**src/rtl/cpu_pkg.sv**
```systemverilog
`default_nettype none
// ============================================================================
// Module  : cpu_pkg
// Brief   : Shared types and defaults for the CPU memory arbiter.
// Revision: 1.0 - initial release
// ============================================================================
package cpu_pkg;

  localparam int c_MAX_DATA_STREAK = 4;
  localparam int c_STREAK_W        = 4;

  typedef enum logic [1:0] {
    RSP_NONE    = 2'd0,
    RSP_FETCH   = 2'd1,
    RSP_DATA_RD = 2'd2,
    RSP_DATA_WR = 2'd3
  } rspState_t;

  function automatic rspState_t nextRspState(input logic fetchGnt,
                                             input logic dataGnt,
                                             input logic dataWrite);
    rspState_t s;
    s = RSP_NONE;
    if (fetchGnt)     s = RSP_FETCH;
    else if (dataGnt) s = dataWrite ? RSP_DATA_WR : RSP_DATA_RD;
    return s;
  endfunction

endpackage
`default_nettype wire

```
**src/rtl/mem_arbiter.sv**
```systemverilog
`default_nettype none
// ============================================================================
// Module  : mem_arbiter
// Brief   : Fetch/data arbiter onto one single-port synchronous memory.
// Revision: 1.0 - initial release
// ============================================================================
module mem_arbiter
  import cpu_pkg::*;
#(
  parameter int ADDR_W          = 32,
  parameter int DATA_W          = 32,
  parameter int MAX_DATA_STREAK = c_MAX_DATA_STREAK
) (
  input  logic              i_Clock,
  input  logic              i_Reset_n,
  input  logic              i_FetchReq,
  input  logic [ADDR_W-1:0] i_FetchAddr,
  output logic              o_FetchGnt,
  output logic              o_FetchRspValid,
  output logic [DATA_W-1:0] o_FetchRspData,
  input  logic              i_DataReq,
  input  logic              i_DataWrite,
  input  logic [ADDR_W-1:0] i_DataAddr,
  input  logic [DATA_W-1:0] i_DataWdata,
  output logic              o_DataGnt,
  output logic              o_DataRspValid,
  output logic [DATA_W-1:0] o_DataRspData,
  output logic              o_MemWriteEnable,
  output logic [ADDR_W-1:0] o_MemAddress,
  output logic [DATA_W-1:0] o_MemDataIn,
  input  logic [DATA_W-1:0] i_MemDataOut
);

  localparam logic [c_STREAK_W-1:0] c_STREAK_MAX = c_STREAK_W'(MAX_DATA_STREAK);

  rspState_t              r_rspState;
  logic [c_STREAK_W-1:0]  r_streak;
  logic                   w_fetchWins;
  logic                   w_fetchGnt;
  logic                   w_dataGnt;

  // Data normally wins; a pending fetch wins once the data streak saturates.
  assign w_fetchWins = i_FetchReq && (!i_DataReq || (r_streak == c_STREAK_MAX));
  assign w_fetchGnt  = i_Reset_n && w_fetchWins;
  assign w_dataGnt   = i_Reset_n && i_DataReq && !w_fetchWins;

  assign o_FetchGnt       = w_fetchGnt;
  assign o_DataGnt        = w_dataGnt;
  assign o_MemWriteEnable = w_dataGnt && i_DataWrite;
  assign o_MemAddress     = w_fetchGnt ? i_FetchAddr :
                            w_dataGnt  ? i_DataAddr  : '0;
  assign o_MemDataIn      = (w_dataGnt && i_DataWrite) ? i_DataWdata : '0;

  always_ff @(posedge i_Clock or negedge i_Reset_n) begin
    if (!i_Reset_n) begin
      r_rspState <= RSP_NONE;
      r_streak   <= '0;
    end else begin
      r_rspState <= nextRspState(w_fetchGnt, w_dataGnt, i_DataWrite);
      if (!i_FetchReq || w_fetchGnt)
        r_streak <= '0;
      else if (w_dataGnt && (r_streak != c_STREAK_MAX))
        r_streak <= r_streak + 1'b1;
    end
  end

  // Store responses carry no data, so only reads forward the memory output.
  assign o_FetchRspValid = (r_rspState == RSP_FETCH);
  assign o_FetchRspData  = (r_rspState == RSP_FETCH) ? i_MemDataOut : '0;
  assign o_DataRspValid  = (r_rspState == RSP_DATA_RD) || (r_rspState == RSP_DATA_WR);
  assign o_DataRspData   = (r_rspState == RSP_DATA_RD) ? i_MemDataOut : '0;

endmodule
`default_nettype wire

```
**config.mk**
```make
export PLATFORM = sky130hd
export DESIGN_NAME = mem_arbiter
export DESIGN_NICKNAME = d
export VERILOG_FILES = /design/src/rtl/cpu_pkg.sv /design/src/rtl/mem_arbiter.sv
export SDC_FILE = /design/constraint.sdc
export NUM_CORES = 1
export LEC_CHECK = 0
export CAP_MARGIN = 20
export CORE_AREA = 2 2 103 105
export DETAILED_ROUTE_END_ITERATION = 8
export DIE_AREA = 0 0 105 107
export PLACE_DENSITY = 0.61
export SKIP_LAST_GASP = 1
export SLEW_MARGIN = 15
export SYNTH_ARGS = -nofsm -noshare
export SYNTH_HDL_FRONTEND = slang
export SYNTH_SLANG_ARGS = --single-unit
```
**constraint.sdc**
```tcl
create_clock -name i_Clock -period 2.34 [get_ports i_Clock]
set_input_delay 0.468 -clock i_Clock [delete_from_list [all_inputs] [get_ports i_Clock]]
set_output_delay 0.468 -clock i_Clock [all_outputs]
set_load 0.05 [all_outputs]
```
==> Word-level counts from Yosys, hierarchy flattened <==
Index checks and enable logic that the tools add are counted.
{ "word_totals": {"register_bits": 6, "input_bits": 133, "out_inout_bits": 133, "elab_cells": 31} }
{ "classes": {"addsub": 1, "n_eq_ne": 5, "n_mux": 10, "reduce_logical": 13} }
{ "ops": {"columns": ["operator", "count"], "rows": [
  ["two-way mux 32 bit", 5],
  ["two-way mux 4 bit", 2],
  ["logical AND 1 bit", 6],
  ["adder 4 x 1 -> 4 bit (second input constant)", 1],
  ["equality test 2 bit (second input constant)", 2],
  ["equality test 4 x 3 -> 1 bit (second input constant)", 1],
  ["two-way mux 2 bit", 2],
  ["inequality test 4 x 3 -> 1 bit (second input constant)", 1],
  ["zero test 1 bit", 3],
  ["logical OR 1 bit", 3],
  ["equality test 2 x 1 -> 1 bit (second input constant)", 1],
  ["nonzero test 2 bit", 1],
  ["two-way mux 1 bit", 1]
]} }

==> Logic depth before layout (Yosys ltp) <==
{ "depth": {"word_depth": 8, "ltp_mapped": 7, "depth_no_buf": 5} }

==> Least setup slack after synthesis <==
No wires, ideal clock.
{ "synth_path": {"path_type": "register to output", "start": "register r_streak[0]", "end": "output o_MemAddress[23]", "arrival_ps": 1846, "required_time_ps": 1872, "slack_ps": 26, "path_stages_with_launch": 7, "n_path_buf": 1, "path_cell_list": "dfrtp_1 -> inv_1 -> ha_1 -> nand3b_4 -> a21oi_4 -> buf_2 -> a22o_1"} }
{ "synth_via": {"elab_cells_between_ends": 8, "classes_between": "eq/ne (1); mux (2); reduce/logical (5)"} }
{ "synth_rtl": {"columns": ["item", "line", "source"], "rows": [
  ["start, declared", "mem_arbiter.sv:37", "logic [c_STREAK_W-1:0] r_streak;"],
  ["start signal, assigned", "mem_arbiter.sv:63", "r_streak <= r_streak + 1'b1;"],
  ["equality test 4 x 3 -> 1 bit", "mem_arbiter.sv:43", "assign w_fetchWins = i_FetchReq && (!i_DataReq || (r_streak == c_STREAK_MAX));"],
  ["logical OR 1 bit", "mem_arbiter.sv:43", null],
  ["logical AND 1 bit", "mem_arbiter.sv:43", null],
  ["logical AND 1 bit", "mem_arbiter.sv:44", "assign w_fetchGnt = i_Reset_n && w_fetchWins;"],
  ["net o_FetchGnt", "mem_arbiter.sv:18", "output logic o_FetchGnt,"],
  ["two-way mux 32 bit", "mem_arbiter.sv:50", "assign o_MemAddress = w_fetchGnt ? i_FetchAddr :"],
  ["end, declared", "mem_arbiter.sv:29", "output logic [ADDR_W-1:0] o_MemAddress,"]
]} }
The timed path passes the listed nets, and every way through them passes these cells.

==> Worst setup path in the final report <==
{ "layout_path": {"start": "register r_streak[1]", "end": "output o_MemAddress[12]"} }
{ "layout_via": {"elab_chain_len": 7, "elab_cells_between_ends": 8, "classes_between": "eq/ne (1); mux (2); reduce/logical (5)"} }
{ "layout_lines": {"columns": ["item", "line", "source"], "rows": [
  ["equality test 4 x 3 -> 1 bit *", "mem_arbiter.sv:43", null],
  ["logical OR 1 bit *", "mem_arbiter.sv:43", null],
  ["logical AND 1 bit *", "mem_arbiter.sv:43", null],
  ["zero test 1 bit", "mem_arbiter.sv:45", "assign w_dataGnt = i_Reset_n && i_DataReq && !w_fetchWins;"],
  ["logical AND 1 bit", "mem_arbiter.sv:45", null],
  ["two-way mux 32 bit", "mem_arbiter.sv:51", "w_dataGnt ? i_DataAddr : '0;"],
  ["two-way mux 32 bit *", "mem_arbiter.sv:50", null]
]} }
Mark *: on every way between the ends. The rest lies on a longest branch, timed or not.

==> run metrics <==
Final Skew 1.55 ps; setup TNS -68.9 ps; Mapped Nets 320; clk sink count 6; Hold Vio Cnt, Final 0; f_max 425 MHz; total power 1.58 mW; Post-Layout Cell Count 598; status finished with violations; final setup violation count 17; drt wl/cell 18.2 um; Slew @ Worst Pin 529 ps; H-tree depth 1; via count 2579; CP bufs+invs 4; I/O pins 266; CTS Buf Count 3; Max Cap Viol 0; top cells by area, synth and2_1 30%, a22o_1 20%, and3_1 15%; Slew Viols, Final 0; I/O Buffers 265; VDD IR max 0.189 mV; Antenna Diode Count 0; die height 107 um; Slew headroom 64.6%; Critical Path Slowest Stage Cell dfrtp_1; Hold Crit Class input port to async pin; Placed Cells 578; Final WS setup -12.9 ps; Seq cells post-synth 6; worst skew pair latency 230 ps; critical path class flip-flop to primary output; share of the synthesized area in the top cell type 29.6%; global route overflow 0; Vias/cell 4.31; Die W 105 um; clk root buf clkbuf_8; area leader, netlist and2_1; Die Area 0.0112 sq mm; RSZ-0062 raised after global routing true; failing checks setup timing; filler cell count 792; Final Critical Period 2350 ps; Clock Pin Slew Worst Setup and Hold Paths 40 ps; DR iter-0 viols 54; Setup crit end kind primary output; largest net degree at the start of global routing 37; slowest stage delay, CP 400 ps; Req. time, crit path 1870 ps; CP cell instances inv_2, ha_4, nand3b_4, o21ba_4, buf_12, clkbuf_16, a22o_1, buf_12; GR Util All Layers 15.4%; syn avg cell area 7.43 sq um; post-route ant nets 0; Residual DRC 0; CTS tree done; Site Rows 37; nature of the critical path startpoint flip-flop; Area growth syn-to-layout 349%; Max FO, Critical Path 8; Detail Placement HPWL 8190 um; Initial Util 13.6%; global-route wire length before repair 13800 um; Core ar. 0.0101 sq mm; initial antenna violation count 0; Leak 2.56 nW; share of layout cells above drive strength 1 48.1%; drt total wl 10900 um; Synth Cell Area 0.00138 sq mm; Final Wtd Congestion 0.830; Pwr Density 256 mW/mm^2; crit path DAT 1880 ps; Crit path max-delay family buffers and inverters; router iterations before antenna repair 4; Unique masters post-synth 25; sequential element share of the synthesized area 10.9%; cell area after layout 0.00618 sq mm; Final period util 101%; Final #Nets 599; placed inst area 0.00554 sq mm; most frequent CP cell buf_12; Post-Syn Instances 185; clk buf depth 2; vias in the first global route 2547; yosys warns 0
cells in the mapped netlist:
master and count:
a21o_1 1, a21oi_4 1, a22o_1 32, a31oi_1 2, and2_1 65, and3_1 32, buf_2 5, buf_6 4
clkbuf_1 12, dfrtp_1 6, ha_1 2, inv_1 3, nand2_1 3, nand2_2 1, nand2b_1 1, nand3_1 4
nand3b_4 1, nand4b_1 2, nor2b_1 2, o21ba_2 1, o21ba_4 1, o22ai_1 1, o32ai_1 1, or2b_1 1
or4_1 1
worst register-to-register path, stage by stage, from the launching register on:
cell	delay (ps)
dfrtp_1	400
inv_2	90
ha_4	140
nand3b_4	110
o21ba_4	250
buf_12	140
clkbuf_16	150
buf_4	150
a21o_1	180
power by group:
group | leakage [nW] | total, mW | switching (mW) | internal [mW]
Clock | 0.0216 | 0.164 | 0.0529 | 0.111
Sequential | 0.0810 | 0.110 | 0.00225 | 0.108
Combinational | 2.46 | 1.31 | 0.603 | 0.702
layer usage:
metal  vias to the layer above  GRT usage (%)  wire length (um)
li1                       1223              -                 -
met1                      1182           16.1              3660
met2                       159           29.9              6130
met3                        15           5.23               940
met4                         0           2.86               159
met5                         -              0                 0
cell usage in the layout, fill, tap and decap left out, drive strengths merged, types with 3 or more instances in the layout:
| cell | instances |
|---|---|
| clkdlybuf4s50 | 130 |
| a22o | 32 |
| nand3 | 4 |
| and3 | 32 |
| and2 | 65 |
| clkbuf | 8 |
| buf | 157 |
| nand2 | 4 |
| inv | 3 |
| dfrtp | 6 |
sequential cells by signal, summed over array words and instances, names as in the netlist:
name,count
r_rspState,2
r_streak,4
timing repair:
action	4_1_cts	5_1_grt
gates cloned	1	8
endpoints found under the setup margin	61	65
hold buffers	0	0
gates resized for setup	9	50
buffers inserted	1	7
pin swaps	3	9
worst paths after layout:
kind,start,endpoint,slack (ps),depth (start not counted)
worst max-delay path,r_streak[1],o_MemAddress[12],-10,8
worst min-delay path,i_Reset_n,r_streak[0],400,2
worst max register to register,r_streak[1],r_rspState[0],620,8
worst min register to register,r_streak[3],r_streak[3],600,2
max in group asynchronous,i_Reset_n,r_streak[1],1800,2
min in group i_Clock,r_streak[3],r_streak[3],600,2
layout make-up:
type,count,area (sq um),area share (%)
well taps,136,170,2.75
inverters,3,11.3,0.182
repair buffers,295,4390,71.0
multi-input cells,155,1420,23.0
flip-flops and latches,6,150,2.43
clock buffers,3,41.3,0.668
stage by stage:
stage	setup WS, ps	hold WS, ps	util (%)
6_report	-12.9	401	61.2
5_1_grt	-73.2	424	61.2
4_1_cts	-44.3	405	55.8
3_5_place_dp	-57.0	581	54.9
3_3_place_gp	-64.8	559	54.9
2_1_floorplan	26.2	172	-
cells by family (layout without fill, tap and decap cells):
kind of cell	Yosys count	count (layout)	synth area share, %
AO/OA/AOI/OAI	40	40	26.0
adder cells (fa/ha/maj)	2	2	1.82
buffers and inverters	24	301	9.19
flip-flops	6	6	10.9
AND/OR/NAND/NOR	113	113	52.0
No activity file was read; power rests on OpenSTA's default activity.
==> RTL edit, RTL diff (same settings) <==
Set the parameter `DATA_W` to 16 (it was 32).
--- a/src/rtl/mem_arbiter.sv
+++ b/src/rtl/mem_arbiter.sv
@@ -9,5 +9,5 @@
 #(
   parameter int ADDR_W          = 32,
-  parameter int DATA_W          = 32,
+  parameter int DATA_W          = 16,
   parameter int MAX_DATA_STREAK = c_MAX_DATA_STREAK
 ) (
Ports: changed (5 resized); port bits go from 266 to 186. No check against the original RTL was run, so the function may have changed too.
==> RTL edit against the original RTL <==
Cell area is 32% lower. Hold slack got worse by 37 ps. Global-route usage down 3.6 points. Sequential power is essentially flat. Die area did not move. Power shrank 27%. Routed wire length shrank 35%. Core utilization down 20 points. Synthesized area decreased by 24%. Clock skew down 1.2 ps. Setup slack improved by 25 ps. Sequential cell count unchanged. Cell count shrank 24%.
==> RTL edit: results (changes against the original RTL) <==
| Metric | Value |
|---|---|
| Wirelength per Cell | 15.4 um (-15%) |
| Placed cell count | 444 (-23%) |
| RD Place Congestion | 0.751 (-9.5%) |
| Overall Global Routing Usage | 0.118 (-0.0359) |
| Place WS | -179 ps (-122 ps) |
| Reg power frac | 0.096 (+0.026) |
| Seq/Total Area, Yosys | 0.144 (+0.0352) |
| R2R Setup Slk | 810 ps (+190 ps) |
| Synth Area per Inst | 8.32 um^2 (+12%) |
| Max Fanout on Critical Path | 7 (-1) |
| Complex-gate fraction of the synthesized area | 0.365 (+0.104) |
| Slowest stage cell, crit path | dfrtp_1 |
| Top post-synthesis cells by area | and2_1 (20%), a22o_1 (19%), dfrtp_1 (14%) |
| Switch Pwr | 453 uW (-31%) |
| Fillcell total | 988 (+25%) |
| Post-Synth Adder-Cell Area | 0.0241 (+0.00587) |
| Placed inst area | 3930 um^2 (-29%) |
| Clk_skew | 0.345 ps (-1.20 ps) |
| Starting DRT DRC Count | 42 (-22%) |
| # H-tree levels | 1 (unchanged) |
| Critical path endpoint | o_MemAddress[15] |
| Syn nets | 228 (-29%) |
| Worst vdd ir | 0.111 mV (-41%) |
| Longest Clk Path Bufs | 2 (unchanged) |
| Critical path's largest stage delay | 380 ps (-20 ps) |
| Global-route wire length before repair | 10200 um (-26%) |
| Initial antenna violation count | 0 (unchanged) |
| Synth cell types | 25 (unchanged) |
| Async SR Flop Fraction | 1.00 (unchanged) |
| Synth Warn # | 0 (unchanged) |
| Layout cells sized above 1 | 0.439 (-0.0413) |
| # nets final | 426 (-29%) |
| DR vias | 1793 (-30%) |
| Arr. time, crit path | 1860 ps (-20 ps) |
| Worst slew pin tran | 873 ps (+344 ps) |
| Ant diodes | 0 (unchanged) |
| Worst Setup SP | r_streak[0]$_DFFE_PN0P_ |
| Detailed Route WL | 7060 um (-35%) |
| Top flop regs | r_streak (4), r_rspState (2) |
| R2R cell count | 6 (-2) |
| Main synth FF type | dfrtp_1 |
| P_leak | 1.82 nW (-29%) |
| Multiplexer area fraction after synthesis | 0.0108 (+0.0108) |
| Number of CTS-inserted buffers | 3 (unchanged) |
| P_seq | 110 uW (about the same) |
| Most frequent cells after synthesis | and2_1 (33), a22o_1 (22), and3_1 (16) |
| Largest net degree at the start of global routing | 45 (+22%) |
| Crit share post-route | 0.995 (-0.0105) |
| Port bufs | 185 (-30%) |
| Latest clock arrival within the worst-skew pair | 220 ps |
| Gate power share | 0.775 (-0.051) |
| Post-DP HPWL | 5870 um (-28%) |
| Reg2Reg Capture Point | r_rspState[0]$_DFF_PN0_ |
| Clock-pin slew on the worst setup and hold paths | 30 ps |
| Outcome | finished clean |
| Vias in the first global route | 1857 (-27%) |
[RTL edit: cell count changes after synthesis, moves of 3 or more]
cell | unedited run | this run
a22o_1 | 32 | 22
a22o_2 | 0 | 11
and2_1 | 65 | 33
and3_1 | 32 | 16
clkbuf_1 | 12 | 6
nand2_1 | 3 | 0
nand3_1 | 4 | 1
[RTL edit: worst min-delay path by stage]
stage                                  from                       to  slack [ps]  depth (start not counted)
floorplan                         i_Reset_n  r_rspState[0]$_DFF_PN0_         170                          0
global placement    r_streak[3]$_DFFE_PN0P_  r_streak[3]$_DFFE_PN0P_         560                          1
detailed placement  r_streak[3]$_DFFE_PN0P_  r_streak[3]$_DFFE_PN0P_         550                          1
CTS                               i_Reset_n  r_streak[3]$_DFFE_PN0P_         360                          2
global route                      i_Reset_n  r_streak[3]$_DFFE_PN0P_         380                          2
finish                            i_Reset_n  r_streak[3]$_DFFE_PN0P_         360                          2
[RTL edit: cell type report]
cell class,count,area [um^2],share of cell area
repair buffers,205,2890,0.689
multi-input cells,103,930,0.221
well taps,136,170,0.0405
flip-flops and latches,6,150,0.0358
clock buffers,3,41.3,0.00984
inverters,4,15.0,0.00358
[RTL edit: cell families after synthesis]
logic type      count (synthesis)
compound gates                 41
buf+inv                        16
flops                           6
simple gates                   59
fa+ha+maj                       2
mux                             1
[RTL edit: what timing repair did]
| item | CTS | global route |
|---|---|---|
| setup buffers | 7 | 2 |
| pin swaps | 13 | 12 |
| hold buffers | 0 | 0 |
| resized for setup | 20 | 5 |
| gates cloned | 2 | 0 |
| setup endpoints to repair | 49 | 35 |
[RTL edit: per-layer routing]
metal  vias up  share of wire  GRT usage
met3         2           0.11     0.0365
met2       133           0.54      0.242
met1       798           0.35      0.116
li1        860              -          -
met5         -              0          0
met4         0         0.0037     0.0200
